--- src/rtl/read_axi_pkg.sv ---
// Shared constants and types for the sample read path.
// Sample width, default buffer/frame sizes and a counter-width helper.
package read_axi_pkg;

    localparam int SAMPLE_W      = 14;
    localparam int DEF_DEPTH     = 16;
    localparam int DEF_FRAME_LEN = 256;

    typedef logic [SAMPLE_W-1:0] sample_t;

    function automatic int cnt_w(input int n);
        return (n > 1) ? $clog2(n) : 1;
    endfunction

endpackage

--- src/rtl/sync_fifo_rd.sv ---
// Single-clock FIFO with occupancy count, full and empty flags.
// Pointers wrap naturally; the separate count disambiguates full/empty.
module sync_fifo_rd
    import read_axi_pkg::*;
#(
    parameter int W     = SAMPLE_W,
    parameter int DEPTH = DEF_DEPTH
) (
    input  logic                   clk,
    input  logic                   rst_n,
    input  logic                   i_wr,
    input  logic [W-1:0]           i_wdata,
    input  logic                   i_rd,
    output logic [W-1:0]           o_rdata,
    output logic [$clog2(DEPTH):0] o_count,
    output logic                   o_full,
    output logic                   o_empty
);

    localparam int AW = $clog2(DEPTH);
    localparam int LW = AW + 1;

    logic [W-1:0]  r_mem [DEPTH];
    logic [AW-1:0] r_wptr;
    logic [AW-1:0] r_rptr;
    logic [LW-1:0] r_count;
    logic          w_wr;
    logic          w_rd;

    assign o_full  = (r_count == LW'(DEPTH));
    assign o_empty = (r_count == '0);
    assign w_wr    = i_wr & ~o_full;
    assign w_rd    = i_rd & ~o_empty;
    assign o_rdata = r_mem[r_rptr];
    assign o_count = r_count;

    always_ff @(posedge clk) begin
        if (w_wr) begin
            r_mem[r_wptr] <= i_wdata;
        end
    end

    always_ff @(posedge clk or negedge rst_n) begin
        if (!rst_n) begin
            r_wptr  <= '0;
            r_rptr  <= '0;
            r_count <= '0;
        end else begin
            if (w_wr) begin
                r_wptr <= r_wptr + 1'b1;
            end
            if (w_rd) begin
                r_rptr <= r_rptr + 1'b1;
            end
            case ({w_wr, w_rd})
                2'b10:   r_count <= r_count + 1'b1;
                2'b01:   r_count <= r_count - 1'b1;
                default: r_count <= r_count;
            endcase
        end
    end

endmodule

--- src/rtl/read_axi.sv ---
// Buffers captured samples and drains them as a framed AXI4-Stream.
// Sticky overflow flags samples lost to downstream back-pressure.
module read_axi
    import read_axi_pkg::*;
#(
    parameter int DATA_W    = SAMPLE_W,
    parameter int DEPTH     = DEF_DEPTH,
    parameter int FRAME_LEN = DEF_FRAME_LEN
) (
    input  logic                   clock_50,
    input  logic                   reset_n,
    input  logic                   sample_valid,
    input  logic [DATA_W-1:0]      sample_data,
    output logic [DATA_W-1:0]      m_axis_tdata,
    output logic                   m_axis_tvalid,
    input  logic                   m_axis_tready,
    output logic                   m_axis_tlast,
    output logic                   overflow,
    input  logic                   clear_overflow,
    output logic [$clog2(DEPTH):0] fifo_level
);

    localparam int CW = cnt_w(FRAME_LEN);
    localparam logic [CW-1:0] LAST_BEAT = CW'(FRAME_LEN - 1);

    logic [DATA_W-1:0] w_head;
    logic              w_full;
    logic              w_empty;
    logic              w_hs;
    logic              w_load;
    logic              w_drop;
    logic [CW-1:0]     w_beat_nxt;

    logic [DATA_W-1:0] r_tdata;
    logic              r_tvalid;
    logic              r_tlast;
    logic              r_ovf;
    logic [CW-1:0]     r_beat;

    sync_fifo_rd #(
        .W     (DATA_W),
        .DEPTH (DEPTH)
    ) u_fifo (
        .clk     (clock_50),
        .rst_n   (reset_n),
        .i_wr    (sample_valid),
        .i_wdata (sample_data),
        .i_rd    (w_load),
        .o_rdata (w_head),
        .o_count (fifo_level),
        .o_full  (w_full),
        .o_empty (w_empty)
    );

    assign w_hs   = r_tvalid & m_axis_tready;
    assign w_load = ~w_empty & (~r_tvalid | m_axis_tready);
    assign w_drop = sample_valid & w_full;

    // Beat index of the word that would be loaded this cycle.
    always_comb begin
        w_beat_nxt = r_beat;
        if (w_hs) begin
            w_beat_nxt = (r_beat == LAST_BEAT) ? '0 : r_beat + 1'b1;
        end
    end

    always_ff @(posedge clock_50 or negedge reset_n) begin
        if (!reset_n) begin
            r_tdata  <= '0;
            r_tvalid <= 1'b0;
            r_tlast  <= 1'b0;
            r_beat   <= '0;
        end else begin
            r_beat <= w_beat_nxt;
            if (w_load) begin
                r_tdata  <= w_head;
                r_tvalid <= 1'b1;
                r_tlast  <= (w_beat_nxt == LAST_BEAT);
            end else if (w_hs) begin
                r_tvalid <= 1'b0;
                r_tlast  <= 1'b0;
            end
        end
    end

    always_ff @(posedge clock_50 or negedge reset_n) begin
        if (!reset_n) begin
            r_ovf <= 1'b0;
        end else if (w_drop) begin
            r_ovf <= 1'b1;
        end else if (clear_overflow) begin
            r_ovf <= 1'b0;
        end
    end

    assign m_axis_tdata  = r_tdata;
    assign m_axis_tvalid = r_tvalid;
    assign m_axis_tlast  = r_tlast;
    assign overflow      = r_ovf;

endmodule

--- config.mk ---
export PLATFORM = sky130hd
export DESIGN_NAME = read_axi
export DESIGN_NICKNAME = d
export VERILOG_FILES = /design/src/rtl/read_axi_pkg.sv /design/src/rtl/sync_fifo_rd.sv /design/src/rtl/read_axi.sv
export SDC_FILE = /design/constraint.sdc
export NUM_CORES = 1
export LEC_CHECK = 0
export ABC_AREA = 1
export CAP_MARGIN = 25
export CORE_ASPECT_RATIO = 0.9
export CORE_MARGIN = 10
export CORE_UTILIZATION = 59
export DETAILED_ROUTE_END_ITERATION = 10
export GPL_TIMING_DRIVEN = 0
export PLACE_DENSITY = 0.82
export SLEW_MARGIN = 20
export SYNTH_ARGS = -nofsm -noshare
export SYNTH_HDL_FRONTEND = slang
export SYNTH_SLANG_ARGS = --single-unit
--- constraint.sdc ---
create_clock -name clock_50 -period 4.24 [get_ports clock_50]
set_input_delay 0.848 -clock clock_50 [delete_from_list [all_inputs] [get_ports clock_50]]
set_output_delay 0.848 -clock clock_50 [all_outputs]
set_load 0.02 [all_outputs]
# After elaboration in Yosys (flattened, before gate mapping)
# Memories as Yosys holds them, arrays and structs flattened. A register that Yosys moved wholly into a read port is not among the register bits.
# Cells that the tools add are included.
# totals
reg_bits	24
latchBits	0
mem_bits_rw	224
romBits	0
input_bits	19
output_inout_bits	22
wordCells	42
memories	1
# classes
addsub	5
mul	0
div_mod_pow	0
magnitude_cmp	0
eq_ne	5
n_shift	0
muxes	10
bitwise_logic	9
reduce_logical	5
# memory_table
memory	depth	width	rd	rd_clocked_by_memory_dff	write_ports	line_no	text
u_fifo.r_mem	16	14	1	1	1	sync_fifo_rd.sv:23	logic [W-1:0] r_mem [DEPTH];
# ops
op	n
8-bit == test (second input constant)	2
8-bit 2-to-1 mux	2
5-bit case mux with 2 select lines	1
4-bit by 1-bit adder with 4-bit output (second input constant)	2
8-bit by 1-bit adder with 8-bit output (second input constant)	1
1-bit 2-to-1 mux	7
2-bit nonzero test	3
5-bit by 1-bit adder with 5-bit output (second input constant)	1
1-bit AND	5
5-bit == test (second input constant)	1
5-bit logical NOT	1
5-bit by 1-bit subtractor with 5-bit output (second input constant)	1
1-bit inverter	3
2-bit by 1-bit == test with 1-bit output (second input constant)	1
2-bit == test (second input constant)	1
1-bit logical NOT	1
1-bit bitwise OR	1

# Longest topological paths before layout
# logic_depth
word_depth	6
ltp_mapped	16
ltp_nobuf	15

# Cells and area by module
# From an unflattened synthesis, not the netlist that was laid out.
# unflattened
hier_cells	1138
hier_area_um2	11368.4
# by_module_without_submodules
mod	instances	cells_per_inst	area_each_um2	seq_area_each_um2
sync_fifo_rd	1	995	10257.3	7051.8
read_axi	1	143	1111.1	625.6

# Worst setup path after synthesis
# OpenSTA, ideal clock, no wires.
# synth_path
kind	input to register
startpoint	input port m_axis_tready
endpoint	register u_fifo.r_count[4], in the netlist u_fifo.o_count[4]
setup_time_ns	0.117
arrival_time_ns	2.627
required_time_ns	4.123
slack_ns	1.496
stages	13
n_path_buf	1
path_cell_list	or2_1 -> nand2_2 -> inv_2 -> buf_2 -> ha_1 -> xor2_1 -> ha_1 -> o21ai_0 -> nor2_1 -> nand2_1 -> nand3_1 -> nand2_1 -> nand2_1
# synth_between
elab_chain_len	5
elab_cells_between_ends	7
cone_classes	eq/ne (2); mux (1); bitwise (3); reduce/logical (1)
# synth_rtl
item	line_no	text
start: declaration	read_axi.sv:16	input logic m_axis_tready,
1-bit bitwise OR (*)	read_axi.sv:56	assign w_load = ~w_empty & (~r_tvalid | m_axis_tready);
1-bit AND (*)	read_axi.sv:56	
net u_fifo.i_rd	sync_fifo_rd.sv:13	input logic i_rd,
1-bit AND (*)	sync_fifo_rd.sv:33	assign w_rd = i_rd & ~o_empty;
2-bit by 1-bit == test with 1-bit output / 2-bit == test (equally long branches)	sync_fifo_rd.sv:55	case ({w_wr, w_rd})
5-bit case mux with 2 select lines / 2-bit nonzero test (equally long branches)	--	
end signal: assignment	sync_fifo_rd.sv:56	2'b10: r_count <= r_count + 1'b1;
end signal: assignment	sync_fifo_rd.sv:57	2'b01: r_count <= r_count - 1'b1;
end signal: assignment	sync_fifo_rd.sv:58	default: r_count <= r_count;
end: declaration	sync_fifo_rd.sv:26	logic [LW-1:0] r_count;
# Mark *: on every way through the listed nets, which the timed path passes. The rest lies on a longest branch.
# A chain may end at the register's enable or synchronous reset.

# Worst setup path in the final report
# Same ends and word-level chain as after synthesis.

==> flow_summary.html <==
<table>
<tr><th>Metric</th><th>Value</th></tr>
<tr><th colspan="2">Critical path</th></tr>
<tr><td>Largest delay share family, worst path</td><td>buffers and inverters</td></tr>
<tr><td>Required time at the worst-slack endpoint</td><td>4670 ps</td></tr>
<tr><td>Startpoint Class</td><td>input pin</td></tr>
<tr><td>Number of cell instances on the worst register-to-register path</td><td>14</td></tr>
<tr><td>CP Capture Type</td><td>flip-flop</td></tr>
<tr><td>Critical path cell sequence</td><td>clkdlybuf4s50_1 -&gt; or2_1 -&gt; nand2_2 -&gt; inv_2 -&gt; buf_2 -&gt; ha_1 -&gt; xor2_1 -&gt; ha_1 -&gt; o21ai_0 -&gt; o21ai_0 -&gt; nand3_1 -&gt; nand2_1 -&gt; nand2_1</td></tr>
<tr><td>Standard cell with the maximum stage delay on the critical path</td><td>sky130_fd_sc_hd__clkdlybuf4s50_1</td></tr>
<tr><td>Critical Path AT</td><td>3430 ps</td></tr>
<tr><td>Worst path buffer plus inverter count</td><td>3</td></tr>
<tr><td>Longest individual stage delay on the worst path</td><td>510 ps</td></tr>
<tr><td>Number of stages on the worst setup path</td><td>13</td></tr>
<tr><td>Maximum net fanout on the critical path</td><td>11</td></tr>
<tr><td>Kind of critical path</td><td>in -&gt; reg</td></tr>
<tr><th colspan="2">Synth</th></tr>
<tr><td>Syn avg cell area</td><td>around 11 um^2</td></tr>
<tr><td>Share of the synthesized area in the top cell type</td><td>61.8%</td></tr>
<tr><td>Post-Syn Nets</td><td>1000</td></tr>
<tr><td>Cell area after synthesis</td><td>~0.011 mm^2</td></tr>
<tr><td>Sequential element share of the synthesized area</td><td>70.5%</td></tr>
<tr><td>Leading cell types by total area after synthesis</td><td>sky130_fd_sc_hd__edfxtp_1 62%, sky130_fd_sc_hd__dfrtp_1 8.7%, sky130_fd_sc_hd__nor2_1 7.8%</td></tr>
<tr><td>Ys Warns</td><td>0</td></tr>
<tr><td>Yosys cell types</td><td>25</td></tr>
<tr><td>Synthesized flop and latch total</td><td>roughly 260</td></tr>
<tr><td>Synth area leader</td><td>sky130_fd_sc_hd__edfxtp_1</td></tr>
<tr><td>Gate count of the mapped netlist</td><td>972</td></tr>
<tr><th colspan="2">Place</th></tr>
<tr><td>Total half-perimeter wirelength after legalization and detailed placement</td><td>17900 um</td></tr>
<tr><td>Number of buffer cells added on primary ports</td><td>40</td></tr>
<tr><td>Global placement routability congestion</td><td>0.993</td></tr>
<tr><td>Total placed instance area</td><td>0.0117 mm^2</td></tr>
<tr><td>Placed instance count</td><td>1259</td></tr>
<tr><th colspan="2">Power</th></tr>
<tr><td>Net Sw Frac</td><td>37.9%</td></tr>
<tr><td>Clock Power Share</td><td>a little over a quarter</td></tr>
<tr><td>Leak</td><td>4.77 nW</td></tr>
<tr><td>Flop pwr share</td><td>35.7%</td></tr>
<tr><td>Highest ir drop seen on vdd</td><td>around 0.50 mV</td></tr>
<tr><td>Power density over the cells</td><td>~750 mW/mm^2</td></tr>
<tr><td>Sw Pwr</td><td>0.00359 W</td></tr>
<tr><td>Combinational fraction of design power</td><td>37.4%</td></tr>
<tr><td>Internal Power</td><td>between 0.005 and 0.006 W</td></tr>
<tr><th colspan="2">Global routing</th></tr>
<tr><td>Maximum number of pins on one net before global-route repair</td><td>26</td></tr>
<tr><td>Tot GR Track Use</td><td>22.5%</td></tr>
<tr><td>Global-route track usage on met2</td><td>34.6%</td></tr>
<tr><td>Global-route wire length before repair</td><td>41800 um</td></tr>
<tr><td>Global-route layer with the greatest usage</td><td>met2</td></tr>
<tr><td>Initial antenna violation count</td><td>0</td></tr>
<tr><td>Overflow left after global routing</td><td>0</td></tr>
<tr><td>Met3 track demand over resource in global routing</td><td>6.07%</td></tr>
<tr><td>Vias in the first global route</td><td>7255</td></tr>
<tr><td>Global routing met1 resource utilization</td><td>a little under a third</td></tr>
<tr><th colspan="2">Timing</th></tr>
<tr><td>Sum of negative setup slack</td><td>0 ps</td></tr>
<tr><td>Transition at the pin with the smallest max-transition slack</td><td>908 ps</td></tr>
<tr><td>Max Fclk</td><td>0.334 GHz</td></tr>
<tr><td>Slew HR</td><td>around two fifths</td></tr>
<tr><td>Hold Violations, Final</td><td>0</td></tr>
<tr><td>Setup repair after global routing missed its margin</td><td>no</td></tr>
<tr><td>Fin. max-slew vios</td><td>0</td></tr>
<tr><td>Final worst path period share</td><td>70.6%</td></tr>
<tr><td>Setup Skew</td><td>16.3 ps</td></tr>
<tr><td>Final critical delay including setup and external delays</td><td>2990 ps</td></tr>
<tr><td>Setup violation total in the final timing report</td><td>0</td></tr>
<tr><th colspan="2">Die</th></tr>
<tr><td>Area enclosed by the die boundary</td><td>around 0.024 mm^2</td></tr>
<tr><td>Standard-cell row count</td><td>47</td></tr>
<tr><td>Initial Util</td><td>59.7%</td></tr>
<tr><td>Height of the die</td><td>149 um</td></tr>
<tr><td>Die Span X</td><td>163 um</td></tr>
<tr><td>Count of pins on the block boundary</td><td>41</td></tr>
<tr><td>Core ar.</td><td>approximately 0.018 mm^2</td></tr>
<tr><th colspan="2">CTS</th></tr>
<tr><td>Clock slew seen by the registers of the worst setup and hold paths</td><td>70 ps</td></tr>
<tr><td>Maximum clock path buffer count</td><td>3</td></tr>
<tr><td>Hold bufs inserted after CTS</td><td>0</td></tr>
<tr><td>TritonCTS clock tree</td><td>built</td></tr>
<tr><td>Clock net sink count</td><td>262</td></tr>
<tr><td>Cells resized by post-CTS repair</td><td>0</td></tr>
<tr><td>Root Driver</td><td>sky130_fd_sc_hd__clkbuf_16</td></tr>
<tr><td>Post-CTS Setup Bufs</td><td>0</td></tr>
<tr><td>Clock latency on the worst-skew pair</td><td>roughly 550 ps</td></tr>
<tr><td>H-tree levels</td><td>1</td></tr>
<tr><td>Total clock buffers created by CTS</td><td>27</td></tr>
<tr><th colspan="2">Cells and area</th></tr>
<tr><td>Fraction of final layout cells sized beyond drive strength 1</td><td>a little under a tenth</td></tr>
<tr><td>End-of-flow core utilization</td><td>69.3%</td></tr>
<tr><td>Number of antenna repair diodes</td><td>0</td></tr>
<tr><td>Post-route cell area</td><td>0.0126 mm^2</td></tr>
<tr><td>Net total in the final layout</td><td>roughly 1100</td></tr>
<tr><td>Final standard cell count with taps included and fillers excluded</td><td>around 1300</td></tr>
<tr><td>Relative area change from synthesis to final layout</td><td>16.0%</td></tr>
<tr><th colspan="2">Drt</th></tr>
<tr><td>Count of unresolved DRC violations after routing</td><td>0</td></tr>
<tr><td>Detailed Route WL</td><td>between 20000 and 30000 um</td></tr>
<tr><td>Final routed wire length divided by cell count</td><td>21.0 um</td></tr>
<tr><td>Number of routed nets with antenna violations</td><td>0</td></tr>
<tr><td>Number of iterations in the first detailed-routing pass</td><td>5</td></tr>
<tr><td>DRC violation total after the first TritonRoute iteration</td><td>1075</td></tr>
<tr><td>Vias/cell</td><td>slightly below 6</td></tr>
<tr><td>Vias after detailed routing</td><td>approximately 7600</td></tr>
<tr><th colspan="2">Job</th></tr>
<tr><td>Count of max-cap constraint violations</td><td>0</td></tr>
<tr><th colspan="2">Status</th></tr>
<tr><td>Outcome</td><td>completed</td></tr>
<tr><th colspan="2">Worst hold path</th></tr>
<tr><td>Worst Hold Class</td><td>in -&gt; async</td></tr>
</table>
placed cells by master (no fill, tap or decap), drive strengths merged:
cell type	n
nor2	225
edfxtp	224
nand2	169
o21ai	103
nand3	99
clkbuf	47
clkdlybuf4s50	39
buf	39
dfrtp	38
inv	36
ha	9
xor2	8
clkinv	6
nand4	5
bufinv	5
o22ai	3
nand3b	2
xnor2	2
or2	1
a21oi	1
nor3	1
clkinvlp	1
cell usage after synthesis, drive strengths merged:
master	count
a21oi	1
buf	36
clkbuf	11
dfrtp	38
edfxtp	224
ha	9
inv	35
nand2	169
nand3	99
nand3b	2
nand4	5
nor2	225
nor3	1
o21ai	103
o22ai	3
or2	1
xnor2	2
xor2	8
flip-flops by register name (all words and copies together) (netlist names):
register,flops
u_fifo.r_mem,224
m_axis_tvalid,1
u_fifo.o_count,5
u_fifo.r_rptr,4
m_axis_tdata,14
m_axis_tlast,1
u_fifo.r_wptr,4
r_beat,8
overflow,1
per-layer routing:
metal,vias to the layer above,share of wire [%],routed length [um]
met5,-,0,0
met4,0,3.8,1050
met3,72,13,3530
met2,493,45,12400
met1,3575,38,10400
li1,3475,-,-
worst paths after layout:
| path | slack (ps) | start | to |
|---|---|---|---|
| max | 1250 | m_axis_tready | u_fifo.o_count[4]$_DFFE_PN0P_ |
| min | 240 | reset_n | u_fifo.r_wptr[2]$_DFFE_PN0P_ |
| max reg2reg | 1500 | u_fifo.o_count[1]$_DFFE_PN0P_ | u_fifo.o_count[4]$_DFFE_PN0P_ |
| min reg2reg | 480 | m_axis_tdata[13]$_DFFE_PN0P_ | m_axis_tdata[13]$_DFFE_PN0P_ |
| max in group asynchronous | 3530 | reset_n | m_axis_tvalid$_DFFE_PN0P_ |
| min in group clock_50 | 480 | m_axis_tdata[13]$_DFFE_PN0P_ | m_axis_tdata[13]$_DFFE_PN0P_ |
final cells by class:
class / count / area [um^2]
clock buffers: 36 / 759
plain buffers: 47 / 299
flip-flops and latches: 262 / 7680
fillers: 1253 / 5610
repair buffers: 42 / 430
inverters: 35 / 134
well taps: 245 / 307
clock inverters: 13 / 206
multi-input cells: 628 / 2810
power groups by stage:
stage | combinational [W] | sequential (W) | clock [W]
CTS | 0.00346 | 0.00338 | 0.00256
detailed placement | 0.00342 | 0.00343 | 0
global route | 0.00387 | 0.00342 | 0.00267
floorplan | 0.00210 | 0.00350 | 0
finish | 0.00354 | 0.00339 | 0.00255
global placement | 0.00332 | 0.00342 | 0
stage by stage:
stage                     total power, W  hold WS (ps)  setup slack (ps)
after floorplan                  0.00560           474              1500
after global placement           0.00674           467               770
after detailed placement         0.00685           472               723
final                            0.00948           237              1250
after global routing             0.00996           248              1010
after CTS                        0.00941           227              1270
cells by family after synthesis:
kind of cell / count (synthesis) / synth area share [%]
and+or+nand+nor: 502 / 18.7
xor gates and xnor gates: 10 / 0.805
buffers and inverters: 82 / 3.98
DFF: 262 / 70.5
AOI/OAI and AO/OA: 107 / 4.95
adders and majority gates: 9 / 1.03
(Power assumes the default switching activity.)
